## src/rtl/inst_fetch_buffer.sv

```systemverilog
// -----------------------------------------------------------------------------
// inst_fetch_buffer
//
// Instruction fetch front end for a dual-issue decoder. Fetches 64-bit
// instruction pairs from instruction memory, one request in flight at a time,
// and buffers them in a small FIFO whose head is presented to decode.
//
// Branch redirects flush the FIFO, retarget the fetch PC and drop any response
// still in flight. A redirect to the odd word of a pair pads the lower slot of
// the first refetched pair with a nop so the target lands in the upper slot.
//
// Parameters
//   FIFO_DEPTH  number of buffered instruction pairs (power of two, >= 2)
//   NOP_INST    even-pipe nop used to pad the lower slot after an odd redirect
//   RESET_PC    first fetch address after reset
//
// Ports
//   clock         single clock, all state updates on the rising edge
//   reset         asynchronous active-low reset
//   imem_req      one-cycle pulse requesting a 64-bit pair
//   imem_addr     8-byte aligned pair address, valid while imem_req = 1
//   imem_rvalid   response strobe, responses return in request order
//   imem_rdata    fetched pair; [63:32] is the lower-address instruction
//                 (bits 0..31 in big-endian bit numbering)
//   stall         decode hold; the head pair is not consumed while high
//   branch_taken  redirect strobe from branch resolution
//   pc_input      redirect target byte address, word aligned
//   first_inst    head pair, lower-address slot (0 when empty)
//   second_inst   head pair, upper-address slot (0 when empty)
//   pc_output     byte address of first_inst (0 when empty)
//   inst_valid    head pair valid for decode
// -----------------------------------------------------------------------------
module inst_fetch_buffer #(
  parameter int unsigned FIFO_DEPTH = 4,
  parameter logic [31:0] NOP_INST   = 32'h4020_0000,
  parameter logic [31:0] RESET_PC   = 32'h0000_0000
) (
  input  logic        clock,
  input  logic        reset,
  output logic        imem_req,
  output logic [31:0] imem_addr,
  input  logic        imem_rvalid,
  input  logic [63:0] imem_rdata,
  input  logic        stall,
  input  logic        branch_taken,
  input  logic [31:0] pc_input,
  output logic [31:0] first_inst,
  output logic [31:0] second_inst,
  output logic [31:0] pc_output,
  output logic        inst_valid
);

  localparam int unsigned PTR_W = $clog2(FIFO_DEPTH);
  localparam int unsigned CNT_W = PTR_W + 1;
  localparam logic [CNT_W-1:0] DEPTH_CNT = CNT_W'(FIFO_DEPTH);

  typedef struct packed {
    logic [31:0] pc;
    logic [31:0] first;
    logic [31:0] second;
  } entry_t;

  // ---------------------------------------------------------------------------
  // State
  // ---------------------------------------------------------------------------
  entry_t             fifo_mem [FIFO_DEPTH];
  logic [PTR_W-1:0]   head_ptr;
  logic [PTR_W-1:0]   tail_ptr;
  logic [CNT_W-1:0]   count;
  logic [31:0]        fetch_pc;     // address of the next pair to request
  logic [31:0]        req_pc;       // address of the pair currently in flight
  logic               outstanding;  // one request issued, response not yet seen
  logic               discard;      // in-flight response belongs to a flushed stream
  logic               pad_pending;  // next accepted pair follows an odd-word redirect

  // ---------------------------------------------------------------------------
  // Datapath control
  // ---------------------------------------------------------------------------
  logic             resp_accept;
  logic             push;
  logic             pop;
  logic             slot_free;
  logic [CNT_W-1:0] count_after;
  entry_t           push_entry;
  entry_t           head_entry;

  // A response only counts if we are waiting for one; stray strobes (for
  // example from a request issued before reset) fall through here.
  assign resp_accept = imem_rvalid & outstanding;

  // Redirect has priority: nothing enters or leaves the FIFO in that cycle.
  assign push = resp_accept & ~discard & ~branch_taken;
  assign pop  = inst_valid & ~stall & ~branch_taken;

  // The returning response frees the single request slot in the same cycle,
  // which lets a 1-cycle memory sustain one pair per clock.
  assign slot_free = ~outstanding | resp_accept;

  // NOTE: every signal assigned in an always_comb gets a default first, so no
  // path through the block can leave it unassigned and infer a latch.
  always_comb begin
    count_after = count;
    push_entry  = '0;

    count_after = count + CNT_W'(push) - CNT_W'(pop);

    push_entry.pc     = req_pc;
    push_entry.first  = pad_pending ? NOP_INST : imem_rdata[63:32];
    push_entry.second = imem_rdata[31:0];
  end

  // Request only when the FIFO will still have room after this cycle's push
  // and pop, so the response always has a slot waiting for it. Gating with
  // reset keeps the strobe quiet while reset is held.
  assign imem_req  = reset & ~branch_taken & slot_free & (count_after < DEPTH_CNT);
  assign imem_addr = imem_req ? fetch_pc : '0;

  // ---------------------------------------------------------------------------
  // Control state
  // ---------------------------------------------------------------------------
  // NOTE: sequential state uses non-blocking assignments so every register
  // samples the pre-edge values, independent of statement order.
  always_ff @(posedge clock or negedge reset) begin
    if (!reset) begin
      fetch_pc    <= RESET_PC;
      req_pc      <= '0;
      head_ptr    <= '0;
      tail_ptr    <= '0;
      count       <= '0;
      outstanding <= 1'b0;
      discard     <= 1'b0;
      pad_pending <= 1'b0;
    end else if (branch_taken) begin
      head_ptr    <= '0;
      tail_ptr    <= '0;
      count       <= '0;
      fetch_pc    <= pc_input & ~32'h7;
      pad_pending <= pc_input[2];
      // A response landing in the redirect cycle is simply not pushed. One
      // still in flight must be swallowed when it arrives, and the slot stays
      // busy until then so the redirected request cannot overtake it.
      outstanding <= outstanding & ~imem_rvalid;
      discard     <= outstanding & ~imem_rvalid;
    end else begin
      if (resp_accept) begin
        outstanding <= 1'b0;
        discard     <= 1'b0;
      end
      // A new request in the same cycle as a response re-arms the slot.
      if (imem_req) begin
        outstanding <= 1'b1;
        req_pc      <= fetch_pc;
        fetch_pc    <= fetch_pc + 32'd8;   // wraps 32'hFFFF_FFF8 -> 0
      end
      if (push) begin
        tail_ptr    <= tail_ptr + PTR_W'(1);
        pad_pending <= 1'b0;
      end
      if (pop) begin
        head_ptr <= head_ptr + PTR_W'(1);
      end
      count <= count_after;
    end
  end

  // ---------------------------------------------------------------------------
  // Pair storage
  // ---------------------------------------------------------------------------
  // NOTE: the storage array has no reset; an entry is only observable once the
  // occupancy count covers it, and count is reset.
  always_ff @(posedge clock) begin
    if (push) begin
      fifo_mem[tail_ptr] <= push_entry;
    end
  end

  // ---------------------------------------------------------------------------
  // Decode-facing outputs, driven straight from the head entry
  // ---------------------------------------------------------------------------
  assign head_entry  = fifo_mem[head_ptr];
  assign inst_valid  = (count != '0);
  assign first_inst  = inst_valid ? head_entry.first  : '0;
  assign second_inst = inst_valid ? head_entry.second : '0;
  assign pc_output   = inst_valid ? head_entry.pc     : '0;

endmodule

```

## config.mk

```make
export PLATFORM = sky130hd
export DESIGN_NAME = inst_fetch_buffer
export DESIGN_NICKNAME = d
export VERILOG_FILES = /design/src/rtl/inst_fetch_buffer.sv
export SDC_FILE = /design/constraint.sdc
export NUM_CORES = 1
export LEC_CHECK = 0
export CAP_MARGIN = 10
export CORE_MARGIN = 4
export CORE_UTILIZATION = 50
export DETAILED_ROUTE_END_ITERATION = 7
export GPL_TIMING_DRIVEN = 0
export PLACE_DENSITY = 0.84
export SETUP_SLACK_MARGIN = 0.3
export SKIP_LAST_GASP = 1
export SLEW_MARGIN = 25
export SYNTH_ARGS = -nofsm -noshare
export SYNTH_HDL_FRONTEND = slang
export SYNTH_SLANG_ARGS = --single-unit
```

## constraint.sdc

```tcl
create_clock -name clock -period 3.63 [get_ports clock]
set_input_delay 0.5445 -clock clock [delete_from_list [all_inputs] [get_ports clock]]
set_output_delay 0.5445 -clock clock [all_outputs]
set_load 0.05 [all_outputs]
```

======== Word-level counts from Yosys, hierarchy flattened ========
Memories as Yosys holds them, arrays and structs flattened.
Cells that the tools add are included.
W data, S select, Z words.
storage, ports and cells
  logic and storage cells ................. 57
  flip-flop bits (word level) ............. 74
  RAM bits ................................ 384
  output and inout port bits .............. 130
  memories ................................ 1
cells by class
  bitwise gates (word level) .............. 15
  magnitude comparators ................... 1
  add/sub/neg operators ................... 5
  multiplexer cells ....................... 20
  reductions and logical operators ........ 7
memory list
  name      depth  width  read ports  clocked after memory_dff  wr ports  RTL line  text
  fifo_mem  4      96     1           0                         1         66        entry_t fifo_mem [FIFO_DEPTH];
operators with widths
  cell                     count
  $mux W32                 7
  $add A32 B4 Y32 const B  1
  $and A1 B1 Y1            9
  $mux W1                  8
  $mux W2                  4
  $reduce_bool A2 Y1       4
  $reduce_bool A3 Y1       2
  $not A1 Y1               5
  $add A2 B1 Y2 const B    2
  $add A3 B1 Y3            1
  $lt A3 B3 Y1 const B     1
  $mux W3                  1
  $sub A3 B1 Y3            1
  $reduce_and A2 Y1        1
  $or A1 B1 Y1             1

======== Logic depth before layout (Yosys ltp) ========
Gate-level depths: netlist (run 1).
  depth after elaboration ................. 9
  gate-level depth with buffers ........... 15

======== Least setup slack after synthesis (run 1) ========
Ideal clock, no wire load.
  path type ............................... in2out
  start ................................... input port branch_taken
  end ..................................... output port imem_addr[12]
  path slack .............................. -0.822 ns
  arrival time ............................ 3.908 ns
  required time ........................... 3.086 ns
  buffers on the path ..................... 4
  stages .................................. 13
  cell sequence ........................... clkbuf_1 > clkbuf_1 > clkbuf_1 > nor3_1 > ha_1 > inv_1 > ha_1 > inv_1 > fa_1 > xnor3_2 > nand3_1 > clkbuf_1 > nor3_1
between the ends
  longest elaborated chain between the ends .. 7
RTL lines
  element                        RTL line  text
  start: declaration             45        input logic branch_taken,
  $not A1 Y1 (no source line) *  --
  $and A1 B1 Y1                  92        assign push = resp_accept & ~discard & ~branch_taken;
  $add A3 B1 Y3                  105       count_after = count + CNT_W'(push) - CNT_W'(pop);
  $sub A3 B1 Y3                  105
  $lt A3 B3 Y1                   115       assign imem_req = reset & ~branch_taken & slot_free & (count_after < DEPTH_CNT);
  $and A1 B1 Y1 *                115
  $mux W32 *                     116       assign imem_addr = imem_req ? fetch_pc : '0;
  end: declaration               41        output logic [31:0] imem_addr,
Mark *: on every way between the ends. The rest lies on a longest branch, timed or not.

======== Worst setup path after layout (run 1) ========
  start ................................... input port branch_taken
  end ..................................... output port imem_addr[23]
The elaborated chain is that of the path after synthesis.

==> flow_summary.yaml, run 1 <==
layout:
  final_common_cell: "edfxtp_1"
  drive_gt1_frac: 0.303
  layout.cells.most_common_list: "edfxtp_1, and2_1, clkdlybuf4s50_1"
  final_nets: 1424
  syn2layout_area_growth_pct: 28.9
  finalInstanceArea_um2: 23200
  fillers: 2401
  antenna_cells: 0
  instances_no_fill: 1809
synthesis:
  synthTopCellsByArea: "edfxtp_1, mux4_2, dfrtp_1, and2_1, mux2_2"
  synthXorXnorAreaFrac: 0.00376
  muxShareOfSynthArea: 0.136
  synth-seq-area-share: 0.716
  synth_edf_count: 372
  synth_top_area_share: 0.621
  syn_area_per_cell_um2: 17.9
  syn_inst: 1004
  yosys_warnings: 0
  synth-simple-area-share: 0.0955
  synth-compound-area-share: 0.0223
  syn_area_um2: 18000
  yosys.area_share.adder: 0.00599
  synth_top_family_by_area: "multiplexers"
  synth_cell_types: 53
  post-synth-top-area-cell: "edfxtp_1"
  synth-seq-cells: 440
  async_flop_share: 0.155
  synth_flop_cell: "edfxtp_1"
floorplan:
  die_width_um: 198
  fp.dieH_um: 198
  num_io_pins: 231
  start_util: 0.507
  rows: 69
  core_um2: 35500
  die_area_um2: 39100
global_route:
  grt_overflow: 0
  grt.total_usage: 0.202
  grt_antenna_before_repair: 1
  grt_pass1_vias: 10900
  grt_max_degree: 49
  grt_pass1_wl_um: 61400
timing:
  finalSetupViolations: 30
  fmaxAchievable_mhz: 254
  finalSetupTns_ns: -7.60
  final_max_slew_viol_count: 0
  timing.slew.headroom: 0.484
  worst_hold_slack_ns: 0.435
  rsz0062_at_grt: "true"
  fin_ws_ns: -0.307
  period_needed_ns: 3.94
  worst_pin_slew_ns: 0.774
  period_share: 1.08
  hold_viol: 0
  finClkSkew_ns: 0.0279
power:
  p_seq_frac: 0.364
  power_frac_comb: 0.403
  power.density_nw_per_um2: 761
  clkPwrFrac: 0.232
  swShare: 0.368
  p_leak_uw: 0.00819
  ir_drop_v: 0.000572
  internal-power_uw: 11100
  power_switching_uw: 6490
critical_path:
  r2r-end: "fetch_pc[20]"
  critPathLaunchType: "input pin"
  end_kind: "primary output"
  crit_top_cell: "clkbuf_16"
  cp_data_required_time_ns: 3.09
  rrSetupSlack_ns: 0.24
  crit_chain: "buf_4 > clkbuf_16 > clkbuf_16 > buf_4 > nor2_4 > inv_1 > ha_1 > inv_1 > ha_2 > inv_2 > fa_2 > xnor3_2 > and3_4 > clkbuf_16 > clkbuf_16 > and3_4 > buf_8"
  r2r_start: "count[0]"
  slowest_stage: "fa_2"
  worst-path-max-fanout: 10
  r2r_cells: 15
  crit_family: "buffers and inverters"
  path_class: "input pin to primary output"
  crit_arrival_ns: 3.39
  worst_path_largest_cell_delay_ns: 0.33
  path_buf_inv: 10
route:
  drt_iter0_drc: 747
  vias: 10400
  wl_per_cell_um: 22.2
  wirelength_um: 40100
  route.detailed.drc: 0
  drt_first_pass_iters: 5
  via_per_inst: 5.73
  drtAntennaViolNets: 0
clock_network:
  clk_latency_ns: 0.53
  cts_max_level: 2
  cts.clk_slew.worst_paths_ns: 0.06
  cts_buffers: 43
  cts-root-buf: "clkbuf_16"
  cts_tree: "built"
  cts_buffer_depth: 3
  cts_num_sinks: 440
min_path:
  holdPathEnd: "fetch_pc[27]"
  hold_path.startpoint: "branch_taken"
  holdCritPathClass: "input pin to flop"
  holdPathStages: 4
job:
  max_cap_violations: 0
placed_design:
  globalplace.congestion: 0.912
  place_area_um2: 21300
  placedCellCount: 1701
  hpwl_um: 25900
  port_buffers: 222
outcome:
  violations: "negative setup slack"
  status: "finished with violations"
## timing repair
action / 4_1_cts / 5_1_grt
endpoints found under the hold margin: 25 / 0
hold buffers: 1 / 0
gates resized for setup: 448 / 69
pin swaps: 6 / 6
cloned: 1 / 1
setup endpoints to repair: 181 / 91
buffers inserted: 11 / 16
## worst min-delay path, cell delays in order
cell and delay, ns:
buf_4 0.15, nor2b_1 0.09, o21ai_0 0.07, nand3_1 0.07
## worst max-delay path by stage
stage            startpoint       endpoint  slack (ns)  cells after the start
2_1_floorplan  branch_taken  imem_addr[11]        0.13                     14
5_1_grt            count[0]  imem_addr[18]       -0.36                     13
6_report       branch_taken  imem_addr[23]       -0.31                     17
4_1_cts             discard  imem_addr[20]       -0.29                     14
3_5_place_dp   branch_taken  imem_addr[20]       -1.64                     16
3_3_place_gp          reset  imem_addr[20]       -2.10                      6
## cell usage after synthesis (4+ instances only)
master	n
a221oi_1	4
a31oi_1	16
and2_1	100
and3_1	29
buf_1	9
buf_2	14
buf_4	6
clkbuf_1	34
dfrtp_1	68
edfxtp_1	372
ha_1	7
inv_1	8
mux2_2	29
mux4_2	93
nand2_1	16
nand3_1	20
nand4_1	11
nor2_1	27
nor2b_1	36
nor3_1	6
nor4_1	4
o21ai_0	14
o31ai_1	13
or2_2	4
or3_1	5
or4_1	16
## flip-flops by register name, summed over array words and instances, names as in the netlist
signal,flops
tail_ptr,2
outstanding,1
pad_pending,1
count,3
fetch_pc,29
fifo_mem,372
head_ptr,2
req_pc,29
discard,1
## layer usage
layer,track usage,share of wire,vias up
met5,0,0.00032,-
met4,0.0536,0.021,2
met3,0.0452,0.081,71
met2,0.333,0.50,474
met1,0.279,0.40,5236
li1,-,-,4580
## area by class of cell
| class | count | area [µm²] | share of cell area |
|---|---|---|---|
| well taps | 461 | 577 | 0.0249 |
| clock inverters | 17 | 87.6 | 0.00378 |
| repair buffers | 261 | 2800 | 0.121 |
| clock buffers | 61 | 1230 | 0.0529 |
| inverters | 9 | 33.8 | 0.00146 |
| multi-input cells | 493 | 5020 | 0.217 |
| plain buffers | 67 | 548 | 0.0237 |
| flip-flops and latches | 440 | 12900 | 0.556 |
## stage by stage
stage	power [µW]	utilization	setup slack (ns)
6_report	17600	0.653	-0.307
5_1_grt	18400	0.653	-0.364
4_1_cts	17600	0.648	-0.294
3_5_place_dp	13400	0.600	-1.64
3_3_place_gp	13200	0.594	-2.10
2_1_floorplan	11100	-	0.128
## kinds of logic after synthesis
| family | after synthesis |
|---|---|
| flops | 440 |
| other cells | 1 |
| compound gates | 60 |
| fa+ha+maj | 8 |
| mux | 125 |
| buf+inv | 76 |
| simple gates | 288 |
| xor+xnor | 6 |
## power by group through the flow
stage	Sequential [µW]	Clock (µW)	Combinational, µW
6_report	6420	4100	7120
3_3_place_gp	6480	0	6750
5_1_grt	6470	4430	7500
3_5_place_dp	6510	0	6850
4_1_cts	6420	4170	6990
2_1_floorplan	6380	0	4680
Note: power is estimated with default switching activity, not from simulation.
==> run 2: changes to the inputs <==
- CAP_MARGIN: 10 -> 20
==> results of run 2 <==
The final DEF is identical to that of run 1; final timing and power are the same.
==> run 3: changes to the inputs <==
- SKIP_CTS_REPAIR_TIMING: not set -> 1
==> run 3 against run 2 <==
Against the previous run:
- the run still ends with negative setup slack left
- maximum frequency is 0.17% lower
- flip-flop and latch count unchanged
- global-route usage shrank 0.31 points
- clock skew is 0.0020 ns higher
- cell count fell by 0.72%
- register-to-register slack improved by 0.05 ns
- hold slack got worse by 0.074 ns
- wire length is 0.92% lower
- sequential power is essentially flat
- first-iteration DRC count down 5.6%
- die area stayed put
- utilization down 0.24 points
- critical endpoint is now imem_addr[16]
==> flow_summary.yaml, run 3 (synthesized netlist as in run 1, its figures left out) <==
min_path:
  holdPathStages: 2
  holdCritPathClass: "input pin to flop"
  holdPathEnd: "discard"
  hold_path.startpoint: "imem_rvalid"
clock_network:
  cts_tree: "built"
  clk_latency_ns: 0.53
  cts-root-buf: "clkbuf_16"
  cts_buffers: 43
  cts_max_level: 2
  cts.clk_slew.worst_paths_ns: 0.06
  cts_buffer_depth: 3
  cts_num_sinks: 440
global_route:
  grt_pass1_vias: 10700
  grt_overflow: 0
  grt_antenna_before_repair: 1
  grt.total_usage: 0.199
  grt_max_degree: 49
  grt_pass1_wl_um: 60500
layout:
  final_nets: 1411
  finalInstanceArea_um2: 23100
  drive_gt1_frac: 0.270
  multi_input_area_um2: 5000
  syn2layout_area_growth_pct: 28.4
  instances_no_fill: 1796
  largest_reg_flops: 372
  layout.cells.most_common_list: "edfxtp_1, and2_1, clkdlybuf4s50_1"
  antenna_cells: 0
  seq_area_um2: 12900
  fillers: 2399
  final_core_utilization: 0.651
  final_common_cell: "edfxtp_1"
  regMostFlops: "fifo_mem"
  top_regs: "fifo_mem (372), fetch_pc (29), req_pc (29)"
floorplan:
  fp.dieH_um: 198
  die_width_um: 198
  die_area_um2: 39100
  num_io_pins: 231
  start_util: 0.507
  core_um2: 35500
  rows: 69
outcome:
  status: "finished with violations"
  violations: "negative setup slack"
critical_path:
  path_class: "flop to primary output"
  slowest_stage: "dfrtp_1"
  r2r_start: "discard"
  r2r_cells: 14
  rrSetupSlack_ns: 0.29
  crit_chain: "nand3b_1 > nor2_4 > inv_2 > ha_4 > inv_4 > ha_4 > inv_2 > fa_2 > xnor3_2 > and3_4 > buf_12 > clkbuf_16 > and3_4 > buf_8"
  crit_family: "simple AND/OR/NAND/NOR gates"
  end_kind: "primary output"
  path_buf_inv: 6
  critPathLaunchType: "flop"
  worst-path-max-fanout: 6
  r2r-end: "fetch_pc[9]"
  cp_data_required_time_ns: 3.09
  crit_arrival_ns: 3.40
  worst_path_largest_cell_delay_ns: 0.37
job:
  max_cap_violations: 0
route:
  via_per_inst: 5.70
  route.detailed.drc: 0
  drt_iter0_drc: 705
  wl_per_cell_um: 22.1
  drt_first_pass_iters: 5
  vias: 10200
  drtAntennaViolNets: 0
  wirelength_um: 39800
timing:
  final_max_slew_viol_count: 0
  fin_ws_ns: -0.313
  finClkSkew_ns: 0.0300
  worst_pin_slew_ns: 0.745
  period_needed_ns: 3.94
  period_share: 1.09
  hold_viol: 0
  rsz0062_at_grt: "true"
  fmaxAchievable_mhz: 254
  timing.slew.headroom: 0.499
  finalSetupViolations: 30
power:
  ir_drop_v: 0.000612
  power.density_nw_per_um2: 761
  p_leak_uw: 0.00887
  finalPower_uw: 17600
placed_design:
  port_buffers: 222
  globalplace.congestion: 0.912
  place_area_um2: 21300
  placedCellCount: 1701
  hpwl_um: 25900
[run 3: changes by cell type in the layout (fill, tap and decap cells not counted), moves of 3 or more]
cell             previous run  this run
clkdlybuf4s15_2            37         0
clkbuf_2                   25        35
o31ai_1                    10        13
clkbuf_4                    1         4
o31ai_2                     3         0
dlymetal6s2s_1             15        72
buf_6                      13         9
buf_4                      35        22
dlygate4sd2_1              27         0
[run 3: worst max path at each step]
stage / from / to / slack [ns] / depth (start not counted)
3_5_place_dp: branch_taken / imem_addr[20] / -1.64 / 16
6_report: discard / imem_addr[16] / -0.31 / 14
4_1_cts: branch_taken / imem_addr[20] / -1.65 / 16
3_3_place_gp: reset / imem_addr[20] / -2.10 / 6
2_1_floorplan: branch_taken / imem_addr[11] / 0.13 / 14
5_1_grt: discard / imem_addr[16] / -0.43 / 14
[run 3: worst reg2reg max path, delay by kind of cell, from the launching register on]
kind          cells  cell delay, ns
simple gates      5            1.39
fa+ha+maj         3            0.66
buf+inv           5            0.52
flops             1            0.37
xor+xnor          1            0.33
[run 3: layout make-up]
class,instances,area share
Buffer,67,0.0213
Timing Repair Buffer,248,0.121
Sequential cell,440,0.558
Inverter,9,0.00157
Clock inverter,17,0.00379
Tap cell,461,0.0250
Clock buffer,61,0.0531
Multi-Input combinational cell,493,0.217
[run 3: layer usage]
layer,GRT usage,routed length [µm],vias up,part of all wire
li1,-,-,4549,-
met1,0.279,16100,5162,0.41
met2,0.325,19600,454,0.49
met3,0.0426,3230,63,0.081
met4,0.0508,765,2,0.019
met5,0,13,-,0.00033
[run 3: report_power, final]
group | internal, µW | leakage (µW) | total [µW] | switching [µW]
sequential | 6070 | 0.00414 | 6430 | 353
clock | 2350 | 0.000639 | 4090 | 1740
combinational | 2710 | 0.00409 | 7060 | 4350
total | 11100 | 0.00887 | 17600 | 6440
[run 3: per-stage QoR]
step | TNS [ns] | setup WS (ns) | hold WS (ns)
floorplan | 0 | 0.128 | 0.249
global placement | -387.82 | -2.10 | 0.479
detailed placement | -80.67 | -1.64 | 0.478
CTS | -87.76 | -1.65 | -0.0808
global route | -11.75 | -0.426 | 0.341
finish | -7.90 | -0.313 | 0.362
